## src/rtl/mult_pkg.sv

```systemverilog
// mult_pkg: shared types and helpers for the sequential shift-add multiplier.
//   state_e    - controller state encoding
//   booth_op_e - operation applied to Hi during an ADD step
//   cnt_width  - bit counter width, max(1, clog2(width))
//   booth_op   - selects the ADD-step operation from mode and the low bits
package mult_pkg;

  typedef enum logic [1:0] {
    IDLE  = 2'd0,
    ADD   = 2'd1,
    SHIFT = 2'd2,
    DONE  = 2'd3
  } state_e;

  typedef enum logic [1:0] {
    OP_NOP = 2'd0,
    OP_ADD = 2'd1,
    OP_SUB = 2'd2
  } booth_op_e;

  function automatic int cnt_width(input int width);
    return ($clog2(width) < 1) ? 1 : $clog2(width);
  endfunction

  // Unsigned mode adds on a set multiplier bit; signed mode uses radix-2
  // Booth recoding of the {Lo[0], Qm1} pair.
  function automatic booth_op_e booth_op(input logic mode, input logic lo0,
                                         input logic qm1);
    if (!mode) begin
      return lo0 ? OP_ADD : OP_NOP;
    end
    case ({lo0, qm1})
      2'b01:   return OP_ADD;
      2'b10:   return OP_SUB;
      default: return OP_NOP;
    endcase
  endfunction

endpackage

```

## src/rtl/seq_mult_ctrl.sv

```systemverilog
// seq_mult_ctrl: sequencing FSM and bit counter for seq_multiplier.
// Ports:
//   Clk, Rst_n      clock, synchronous active-low reset
//   St, Abort       start request, cancel
//   op              ADD-step operation selected by the datapath bits
//   Load            load operands and clear accumulator
//   Ad, Sub         add / subtract the multiplicand into Hi
//   Sh              shift {Hi, Lo, Qm1} right by one
//   Wr              write the product register
//   Idle, Done      status, decoded from the state register only
//
// state | meaning
// IDLE  | waiting for St; Abort blocks a start
// ADD   | conditional add/subtract of the multiplicand into Hi
// SHIFT | shift accumulator, count bits; last bit writes P
// DONE  | one-cycle completion indication, returns to IDLE
module seq_mult_ctrl
  import mult_pkg::*;
#(
  parameter int WIDTH = 8
) (
  input  logic      Clk,
  input  logic      Rst_n,
  input  logic      St,
  input  logic      Abort,
  input  booth_op_e op,
  output logic      Load,
  output logic      Ad,
  output logic      Sub,
  output logic      Sh,
  output logic      Wr,
  output logic      Idle,
  output logic      Done
);

  localparam int CW = cnt_width(WIDTH);

  state_e          state;
  state_e          state_nxt;
  logic [CW-1:0]   cnt;
  logic            last_bit;

  assign last_bit = (cnt == CW'(WIDTH - 1));

  always_ff @(posedge Clk) begin
    if (!Rst_n) begin
      state <= IDLE;
      cnt   <= '0;
    end else begin
      state <= state_nxt;
      if (Load) begin
        cnt <= '0;
      end else if (Sh) begin
        cnt <= cnt + CW'(1);
      end
    end
  end

  // Every datapath command is suppressed while Abort is high, so an abort
  // never disturbs P and never produces a Done pulse.
  always_comb begin
    state_nxt = state;
    Load      = 1'b0;
    Ad        = 1'b0;
    Sub       = 1'b0;
    Sh        = 1'b0;
    Wr        = 1'b0;
    case (state)
      IDLE: begin
        if (!Abort && St) begin
          Load      = 1'b1;
          state_nxt = ADD;
        end
      end
      ADD: begin
        if (Abort) begin
          state_nxt = IDLE;
        end else begin
          Ad        = (op == OP_ADD);
          Sub       = (op == OP_SUB);
          state_nxt = SHIFT;
        end
      end
      SHIFT: begin
        if (Abort) begin
          state_nxt = IDLE;
        end else begin
          Sh = 1'b1;
          if (last_bit) begin
            Wr        = 1'b1;
            state_nxt = DONE;
          end else begin
            state_nxt = ADD;
          end
        end
      end
      DONE: begin
        state_nxt = IDLE;
      end
      default: begin
        state_nxt = IDLE;
      end
    endcase
  end

  assign Idle = (state == IDLE);
  assign Done = (state == DONE);

endmodule

```

## src/rtl/seq_multiplier.sv

```systemverilog
// seq_multiplier: sequential shift-add multiplier with optional radix-2 Booth
// signed mode, abort, and a registered 2*WIDTH-bit product.
// Ports:
//   Clk     clock, all state on the rising edge
//   Rst_n   synchronous active-low reset
//   St      start request, sampled only while idle
//   Abort   cancel the current operation (wins over St)
//   Signed  two's-complement operands, latched at start
//   A, B    multiplicand / multiplier, latched at start
//   P       product register, updated only on completion or reset
//   Idle    high while waiting for a start
//   Done    one-cycle pulse in the cycle after P is written
module seq_multiplier
  import mult_pkg::*;
#(
  parameter int WIDTH     = 8,
  parameter int SIGNED_EN = 1
) (
  input  logic               Clk,
  input  logic               Rst_n,
  input  logic               St,
  input  logic               Abort,
  input  logic               Signed,
  input  logic [WIDTH-1:0]   A,
  input  logic [WIDTH-1:0]   B,
  output logic [2*WIDTH-1:0] P,
  output logic               Idle,
  output logic               Done
);

  logic [WIDTH-1:0] mcand;
  logic [WIDTH:0]   hi;
  logic [WIDTH-1:0] lo;
  logic             qm1;
  logic             mode;

  logic             load;
  logic             ad;
  logic             sub;
  logic             sh;
  logic             wr;
  booth_op_e        op;
  logic [WIDTH:0]   mcand_ext;
  logic             fill;

  assign op        = booth_op(mode, lo[0], qm1);
  assign mcand_ext = mode ? {mcand[WIDTH-1], mcand} : {1'b0, mcand};
  assign fill      = mode ? hi[WIDTH] : 1'b0;

  seq_mult_ctrl #(
    .WIDTH (WIDTH)
  ) u_ctrl (
    .Clk   (Clk),
    .Rst_n (Rst_n),
    .St    (St),
    .Abort (Abort),
    .op    (op),
    .Load  (load),
    .Ad    (ad),
    .Sub   (sub),
    .Sh    (sh),
    .Wr    (wr),
    .Idle  (Idle),
    .Done  (Done)
  );

  always_ff @(posedge Clk) begin
    if (!Rst_n) begin
      mcand <= '0;
      hi    <= '0;
      lo    <= '0;
      qm1   <= 1'b0;
      mode  <= 1'b0;
      P     <= '0;
    end else begin
      if (load) begin
        mcand <= A;
        hi    <= '0;
        lo    <= B;
        qm1   <= 1'b0;
        mode  <= (SIGNED_EN != 0) ? Signed : 1'b0;
      end else if (ad) begin
        hi <= hi + mcand_ext;
      end else if (sub) begin
        hi <= hi - mcand_ext;
      end else if (sh) begin
        {hi, lo, qm1} <= {fill, hi, lo};
      end
      // Post-shift {Hi[W-1:0], Lo} equals pre-shift {Hi, Lo[W-1:1]}.
      if (wr) begin
        P <= {hi, lo[WIDTH-1:1]};
      end
    end
  end

endmodule
```

## config.mk

```make
export PLATFORM = sky130hd
export DESIGN_NAME = seq_multiplier
export DESIGN_NICKNAME = d
export VERILOG_FILES = /design/src/rtl/mult_pkg.sv /design/src/rtl/seq_mult_ctrl.sv /design/src/rtl/seq_multiplier.sv
export SDC_FILE = /design/constraint.sdc
export NUM_CORES = 1
export LEC_CHECK = 0
export BUFFER_PORTS_ARGS = -buffer_cell sky130_fd_sc_hd__clkbuf_2
export CAP_MARGIN = 30
export CELL_PAD_IN_SITES_DETAIL_PLACEMENT = 0
export CELL_PAD_IN_SITES_GLOBAL_PLACEMENT = 2
export CORE_MARGIN = 5
export CORE_UTILIZATION = 38
export CTS_CLUSTER_SIZE = 30
export DETAILED_ROUTE_END_ITERATION = 12
export PLACE_DENSITY_LB_ADDON = 0.08
export SLEW_MARGIN = 20
export SYNTH_ARGS = -nofsm -noshare
export SYNTH_HDL_FRONTEND = slang
export SYNTH_HIERARCHICAL = 1
export SYNTH_SLANG_ARGS = --single-unit
```

## constraint.sdc

```tcl
create_clock -name Clk -period 6.3 [get_ports Clk]
set_input_delay 0.315 -clock Clk [delete_from_list [all_inputs] [get_ports Clk]]
set_output_delay 0.315 -clock Clk [all_outputs]
set_load 0.02 [all_outputs]
```

==> results of run 1 <==
-- worst register-to-register path, cell delays in order, from the launching register on --
cell and delay [ns]:
sky130_fd_sc_hd__dfxtp_1 0.55, sky130_fd_sc_hd__or3b_4 0.45, sky130_fd_sc_hd__nor3b_2 0.76, sky130_fd_sc_hd__nor2_1 0.23
sky130_fd_sc_hd__nand2_1 0.16, sky130_fd_sc_hd__nand2b_1 0.32, sky130_fd_sc_hd__o211a_1 0.34
-- power by group --
part           switching (mW)  internal (mW)  total [mW]
Clock                   0.117          0.120       0.236
Combinational          0.0410         0.0361      0.0771
Sequential            0.00765          0.311       0.319
Total                   0.165          0.467       0.632
-- synthesized netlist by cell type, types with 3 or more instances --
| cell type | count |
|---|---|
| sky130_fd_sc_hd__buf_2 | 6 |
| sky130_fd_sc_hd__a211oi_1 | 3 |
| sky130_fd_sc_hd__a21o_1 | 4 |
| sky130_fd_sc_hd__nor2_1 | 20 |
| sky130_fd_sc_hd__clkbuf_1 | 8 |
| sky130_fd_sc_hd__xnor2_1 | 4 |
| sky130_fd_sc_hd__nor2b_1 | 28 |
| sky130_fd_sc_hd__o21ai_0 | 14 |
| sky130_fd_sc_hd__inv_1 | 19 |
| sky130_fd_sc_hd__nand2_1 | 25 |
| sky130_fd_sc_hd__dfxtp_1 | 48 |
| sky130_fd_sc_hd__o211a_1 | 8 |
| sky130_fd_sc_hd__mux2i_1 | 37 |
| sky130_fd_sc_hd__ha_1 | 18 |
| sky130_fd_sc_hd__nand3_1 | 5 |
| sky130_fd_sc_hd__nor3b_2 | 4 |
| sky130_fd_sc_hd__nand2b_1 | 5 |
| sky130_fd_sc_hd__a21oi_1 | 12 |
| sky130_fd_sc_hd__xor2_1 | 6 |
| sky130_fd_sc_hd__nor3_1 | 4 |
-- per-layer routing --
metal  GRT usage [%]  vias to the layer above  share of wire, %
li1                -                     1173                 -
met1            19.4                     1055                52
met2            22.5                       27                44
met3            3.09                        4               3.1
met4            3.83                        0              0.72
met5               0                        -                 0
-- state kept, by name, indices dropped and copies added (netlist names) --
register / count
P: 16
hi: 9
lo: 8
mcand: 8
mode: 1
qm1: 1
u_ctrl/cnt: 3
u_ctrl/state: 2
-- cell type report --
| class | count | area (µm²) | share of cell area (%) |
|---|---|---|---|
| Clock buffer | 5 | 68.8 | 2.10 |
| Clock inverter | 3 | 46.3 | 1.41 |
| Inverter | 19 | 71.3 | 2.17 |
| Multi-Input combinational cell | 238 | 1780 | 54.3 |
| Sequential cell | 48 | 961 | 29.3 |
| Tap cell | 99 | 124 | 3.77 |
| Timing Repair Buffer | 43 | 228 | 6.94 |
-- metrics by stage --
| stage | area (µm²) | utilization [%] |
|---|---|---|
| 2_1_floorplan | 2890 | - |
| 3_3_place_gp | 3170 | 43.2 |
| 3_5_place_dp | 3170 | 43.2 |
| 4_1_cts | 3280 | 44.8 |
| 5_1_grt | 3280 | 44.8 |
| 6_report | 3280 | 44.8 |
-- how the worst max path moves through the flow --
stage	cells after the start	slack [ns]	endpoint
3_3_place_gp	6	3.57	lo[7]$_SDFFE_PN0P_
4_1_cts	6	3.47	lo[0]$_SDFFE_PN0P_
6_report	6	3.41	lo[3]$_SDFFE_PN0P_
2_1_floorplan	7	4.28	lo[5]$_SDFFE_PN0P_
3_5_place_dp	6	3.49	lo[5]$_SDFFE_PN0P_
5_1_grt	6	3.18	lo[6]$_SDFFE_PN0P_
-- cells by family after synthesis --
group,after synthesis,share of synthesized area [%]
adder cells (fa/ha/maj),20,9.18
XOR/XNOR,10,3.03
flip-flops,48,33.2
buffers and inverters,37,5.41
AND/OR/NAND/NOR,107,20.3
multiplexers,39,13.6
AO/OA/AOI/OAI,62,15.2
==> impl_metrics.toml, run 1 <==
[floorplan]
die-width_um = 97.2
core-area_mm2 = 0.00733
io-pin-count = 39
start_util_pct = 39.4
rows = 31
die-area_mm2 = 0.00945
fp.dieH_um = 97.2

[synthesis]
synth-seq-area-share_pct = 33.2
netlist.area_leader.share_pct = 33.2
synth_area_per_cell_um2 = 8.95
postSynth.topFlopCell = "sky130_fd_sc_hd__dfxtp_1"
yosysTopAreaCell = "sky130_fd_sc_hd__dfxtp_1"
synth-edff-count = 0
synth.lib_cells_used.distinct = 53
synthTopCellsByArea = "sky130_fd_sc_hd__dfxtp_1, sky130_fd_sc_hd__mux2i_1, sky130_fd_sc_hd__ha_1, sky130_fd_sc_hd__nor2b_1, sky130_fd_sc_hd__nand2_1"
syn_inst = 323
synthesis.nets = 364
async_flop_share_pct = 0
yosys_warnings = 6
yosys_register_bits = 48
synth_area_mm2 = 0.00289

[cells_and_area]
final_layout_size_suffix_gt1_share_pct = 19.7
num-fill-cells = 745
layout_commonest_cell = "sky130_fd_sc_hd__dfxtp_1"
layout-area-overhead-vs-synth_pct = 13.6
layout.cells.most_common_list = "sky130_fd_sc_hd__dfxtp_1, sky130_fd_sc_hd__clkbuf_2, sky130_fd_sc_hd__mux2i_1"
num_antenna_cells = 0
num-nets-final = 396
finish.cell_count_without_fillers = 455

[hold_path]
hold_depth = 3
whs_endpoint = "mcand[1]$_SDFFE_PN0P_"
timing.hold.worst.class = "primary input to register"
worst_hold_startpoint = "A[1]"

[clocking]
post_cts_resize_count = 0
numCtsBuffers = 5
ctsRootBufferMaster = "sky130_fd_sc_hd__clkbuf_8"
max-clock-path-buffers = 2
ctsHoldBuffers = 0
cts.reportedPaths.clkPinSlew_ns = 0.10
htreeDepth = 2
cts_sinks = 48
clock_insertion_delay_at_the_later_pin_of_the_skew_report_ns = 0.31
post_cts.repair.setup_buffers = 0
tritoncts = "done"

[worst_setup_path]
critical_path_arrival_ns = 3.10
endpoint_kind = "register"
r2r.worst_path.cells = 6
delay_of_the_slowest_cell_on_the_worst_path_ns = 0.75
crit_path_max_fanout = 16
path_class = "register to register"
launch_point_of_the_worst_reg_to_reg_path = "u_ctrl/state[0]$_SDFFE_PN0P_"
critical_path.n_buffers_inverters = 0
crit_slowest_cell = "sky130_fd_sc_hd__nor3b_2"
timing.critical_path.from_type = "register"
r2r_slack_ns = 3.41
cp_data_required_time_ns = 6.51
crit_start = "u_ctrl/state[0]$_SDFFE_PN0P_"
kind_of_cell_with_the_highest_combined_delay_on_the_critical_path = "simple AND/OR/NAND/NOR gates"
critical_path.reg2reg.endpoint = "lo[3]$_SDFFE_PN0P_"
critical_path.cell_chain = "or3b_4 > nor3b_2 > nor2_1 > nand2_1 > nand2b_1 > o211a_1"

[power]
report.power.total_mw = 0.632
power_density_mw_per_mm2 = 193
worst_case_vdd_ir_drop_uv = 80.5
power_leakage_nw = 1.39

[placed_design]
dp_hpwl_um = 4750
place_worst_setup_slack_ns = 3.49
number_of_placed_instances_taps_included = 447
buffer_ports.inserted = 38
gp_congestion = 0.794

[global_routing]
grt_first_pass_wirelength_um = 11000
all_layer_global_routing_usage_pct = 14.2
globalRoute.totalOverflow = 0
number_of_global_route_vias_before_repair = 2173
initial_antenna_violation_count = 0
grt_max_degree = 42

[detailed_routing]
route.detailed.vias_per_inst = 4.96
drt_pass1_iterations = 4
drt_drc_violations_left = 0
detail-route-antenna-nets = 0
number_of_drc_violations_after_detailed_routing_iteration_0 = 88
via_count = 2259
average_wire_length_per_cell_after_detail_routing_um = 14.6
postRouteWirelength_um = 6660

[sta]
period_share_pct = 45.9
timing.final.max_slew_violations = 0
final_setup_violation_count = 0
period_needed_ns = 2.89
final.setup.worst_slack_ns = 3.41
rsz0062_at_grt = "false"
clock_skew_ns = 0.00497
final.setup.tns_ns = 0
transition_time_at_the_pin_with_the_least_slew_margin_ns = 0.921
fmax_ghz = 0.346
hold_violations = 0
finalHoldWorstSlack_ns = 0.259
timing.max_slew.rel_slack_pct = 38.3

[status]
run_status = "completed"

[run]
maxCapViolCount = 0
Note: power is estimated with default switching activity, not from simulation.
==> inputs of run 2 (changes only) <==
- CORE_UTILIZATION: 38 -> 32
- clock period: 6.3 -> 2.4 ns (I/O delays scaled with it)
==> impl_metrics.toml, run 2 (synthesized netlist as in run 1, its figures left out) <==
[global_routing]
all_layer_global_routing_usage_pct = 13.0
grt_first_pass_wirelength_um = 11700
grt_max_degree = 40
initial_antenna_violation_count = 0
globalRoute.totalOverflow = 0
number_of_global_route_vias_before_repair = 2225

[cells_and_area]
final_layout_size_suffix_gt1_share_pct = 21.0
multi_input_area_mm2 = 0.00178
num_antenna_cells = 0
layout-area-overhead-vs-synth_pct = 15.4
layout.cells.most_common_list = "sky130_fd_sc_hd__dfxtp_1, sky130_fd_sc_hd__clkbuf_2, sky130_fd_sc_hd__mux2i_1"
largest_register_ffs = 16
top_regs = "P x16, hi x9"
largest-register = "P"
finish.cell_count_without_fillers = 470
ff_latch_area_um2 = 961
finish.instance_area_mm2 = 0.00333
num-fill-cells = 917
finalCoreUtilization_pct = 38.0
num-nets-final = 402
layout_commonest_cell = "sky130_fd_sc_hd__dfxtp_1"

[floorplan]
io-pin-count = 39
core-area_mm2 = 0.00876
rows = 34
fp.dieH_um = 105
start_util_pct = 33.0
die-width_um = 105
die-area_mm2 = 0.0110

[sta]
rsz0062_at_grt = "false"
period_share_pct = 90.7
timing.final.max_slew_violations = 0
final.setup.worst_slack_ns = 0.224
final.setup.tns_ns = 0
fmax_ghz = 0.460
period_needed_ns = 2.18
hold_violations = 0
clock_skew_ns = 0.00549
final_setup_violation_count = 0
transition_time_at_the_pin_with_the_least_slew_margin_ns = 0.467
timing.max_slew.rel_slack_pct = 68.8

[worst_setup_path]
r2r_slack_ns = 0.22
crit_path_max_fanout = 3
critical_path_arrival_ns = 2.42
crit_slowest_cell = "sky130_fd_sc_hd__fa_1"
delay_of_the_slowest_cell_on_the_worst_path_ns = 0.39
r2r.worst_path.cells = 10
critical_path.cell_chain = "inv_1 > ha_1 > inv_1 > fa_1 > a21o_2 > a221oi_2 > o21ai_1 > xor2_1 > nand3b_1 > a21oi_2"
timing.critical_path.from_type = "register"
crit_top_cell = "sky130_fd_sc_hd__inv_1"
critical_path.reg2reg.endpoint = "hi[8]$_SDFFE_PP0P_"
path_class = "register to register"
cp_data_required_time_ns = 2.65
endpoint_kind = "register"
launch_point_of_the_worst_reg_to_reg_path = "hi[0]$_SDFFE_PP0P_"

[placed_design]
number_of_placed_instances_taps_included = 462
dpl_cell_area_mm2 = 0.00324
dp_hpwl_um = 5200
place_worst_setup_slack_ns = 0.254
gp_congestion = 0.756
buffer_ports.inserted = 38

[hold_path]
whs_endpoint = "mcand[2]$_SDFFE_PN0P_"
hold_depth = 3
timing.hold.worst.class = "primary input to register"
worst_hold_startpoint = "A[2]"

[detailed_routing]
average_wire_length_per_cell_after_detail_routing_um = 15.4
drt_drc_violations_left = 0
detail-route-antenna-nets = 0
number_of_drc_violations_after_detailed_routing_iteration_0 = 85
postRouteWirelength_um = 7220
route.detailed.vias_per_inst = 4.84
via_count = 2277
drt_pass1_iterations = 4

[clocking]
cts_sinks = 48
cts.reportedPaths.clkPinSlew_ns = 0.10
post_cts.repair.setup_buffers = 0
tritoncts = "done"
max-clock-path-buffers = 2
htreeDepth = 2
post_cts_resize_count = 0
numCtsBuffers = 5
clock_insertion_delay_at_the_later_pin_of_the_skew_report_ns = 0.31
ctsHoldBuffers = 0
ctsRootBufferMaster = "sky130_fd_sc_hd__clkbuf_8"

[power]
internal_power_mw = 1.15
pwr-share-seq_pct = 52.9
p_switching_mw = 0.431
power_frac_clock_pct = 33.8
power_density_mw_per_mm2 = 474
worst_case_vdd_ir_drop_uv = 197
power.switching_fraction_pct = 27.2
power_leakage_nw = 1.41
comb_power_share_pct = 13.3

[run]
maxCapViolCount = 0

[status]
run_status = "completed"
run 2: changes by cell type in the layout (fill, tap and decap cells not counted), sizes merged:
cell      change
inv           -1
clkbuf        +1
buf           +6
clkinvlp      +1
bufinv        -1
run 2: worst max-delay path: cells and delay by family, from the launching register on:
| family | cells | cell delay, ns |
|---|---|---|
| AO/OA/AOI/OAI | 4 | 0.81 |
| adder cells (fa/ha/maj) | 2 | 0.57 |
| flip-flops | 1 | 0.34 |
| buffers and inverters | 2 | 0.16 |
| XOR/XNOR | 1 | 0.14 |
| AND/OR/NAND/NOR | 1 | 0.11 |
run 2: layer usage:
metal  up-vias  GRT usage [%]  wire length, µm
met5         -              0                0
met4         0           3.01               50
met3         4           2.84              291
met2        46           20.2             3190
met1      1029           18.5             3700
li1       1198              -                -
run 2: worst max path at each step:
stage                                       from                 end  slack [ns]
floorplan           u_ctrl/state[0]$_SDFFE_PN0P_  lo[5]$_SDFFE_PN0P_        0.38
global placement    u_ctrl/state[0]$_SDFFE_PN0P_  hi[6]$_SDFFE_PP0P_        0.30
detailed placement            hi[0]$_SDFFE_PP0P_  hi[8]$_SDFFE_PP0P_        0.25
CTS                           hi[0]$_SDFFE_PP0P_  hi[8]$_SDFFE_PP0P_        0.22
global route                  hi[0]$_SDFFE_PP0P_  hi[8]$_SDFFE_PP0P_        0.10
finish                        hi[0]$_SDFFE_PP0P_  hi[8]$_SDFFE_PP0P_        0.22
run 2: per-stage QoR:
step	hold WS, ns	power, mW
6_report	0.0645	1.58
3_3_place_gp	0.377	1.07
2_1_floorplan	0.197	1.00
4_1_cts	0.0591	1.61
3_5_place_dp	0.385	1.07
5_1_grt	0.0501	1.67
run 2: layout make-up:
cell class | count | area share [%]
clock inverter | 2 | 0.450
sequential | 48 | 28.8
tap | 108 | 4.05
inverter | 19 | 2.14
clock buffer | 6 | 2.48
timing repair buffer | 49 | 8.56
multi-input combinational | 238 | 53.5
run 2: power by group through the flow:
stage | clock (mW) | combinational [mW] | sequential (mW)
global route | 0.595 | 0.235 | 0.840
CTS | 0.559 | 0.215 | 0.837
global placement | 0 | 0.214 | 0.855
detailed placement | 0 | 0.214 | 0.855
floorplan | 0 | 0.155 | 0.847
finish | 0.534 | 0.211 | 0.836
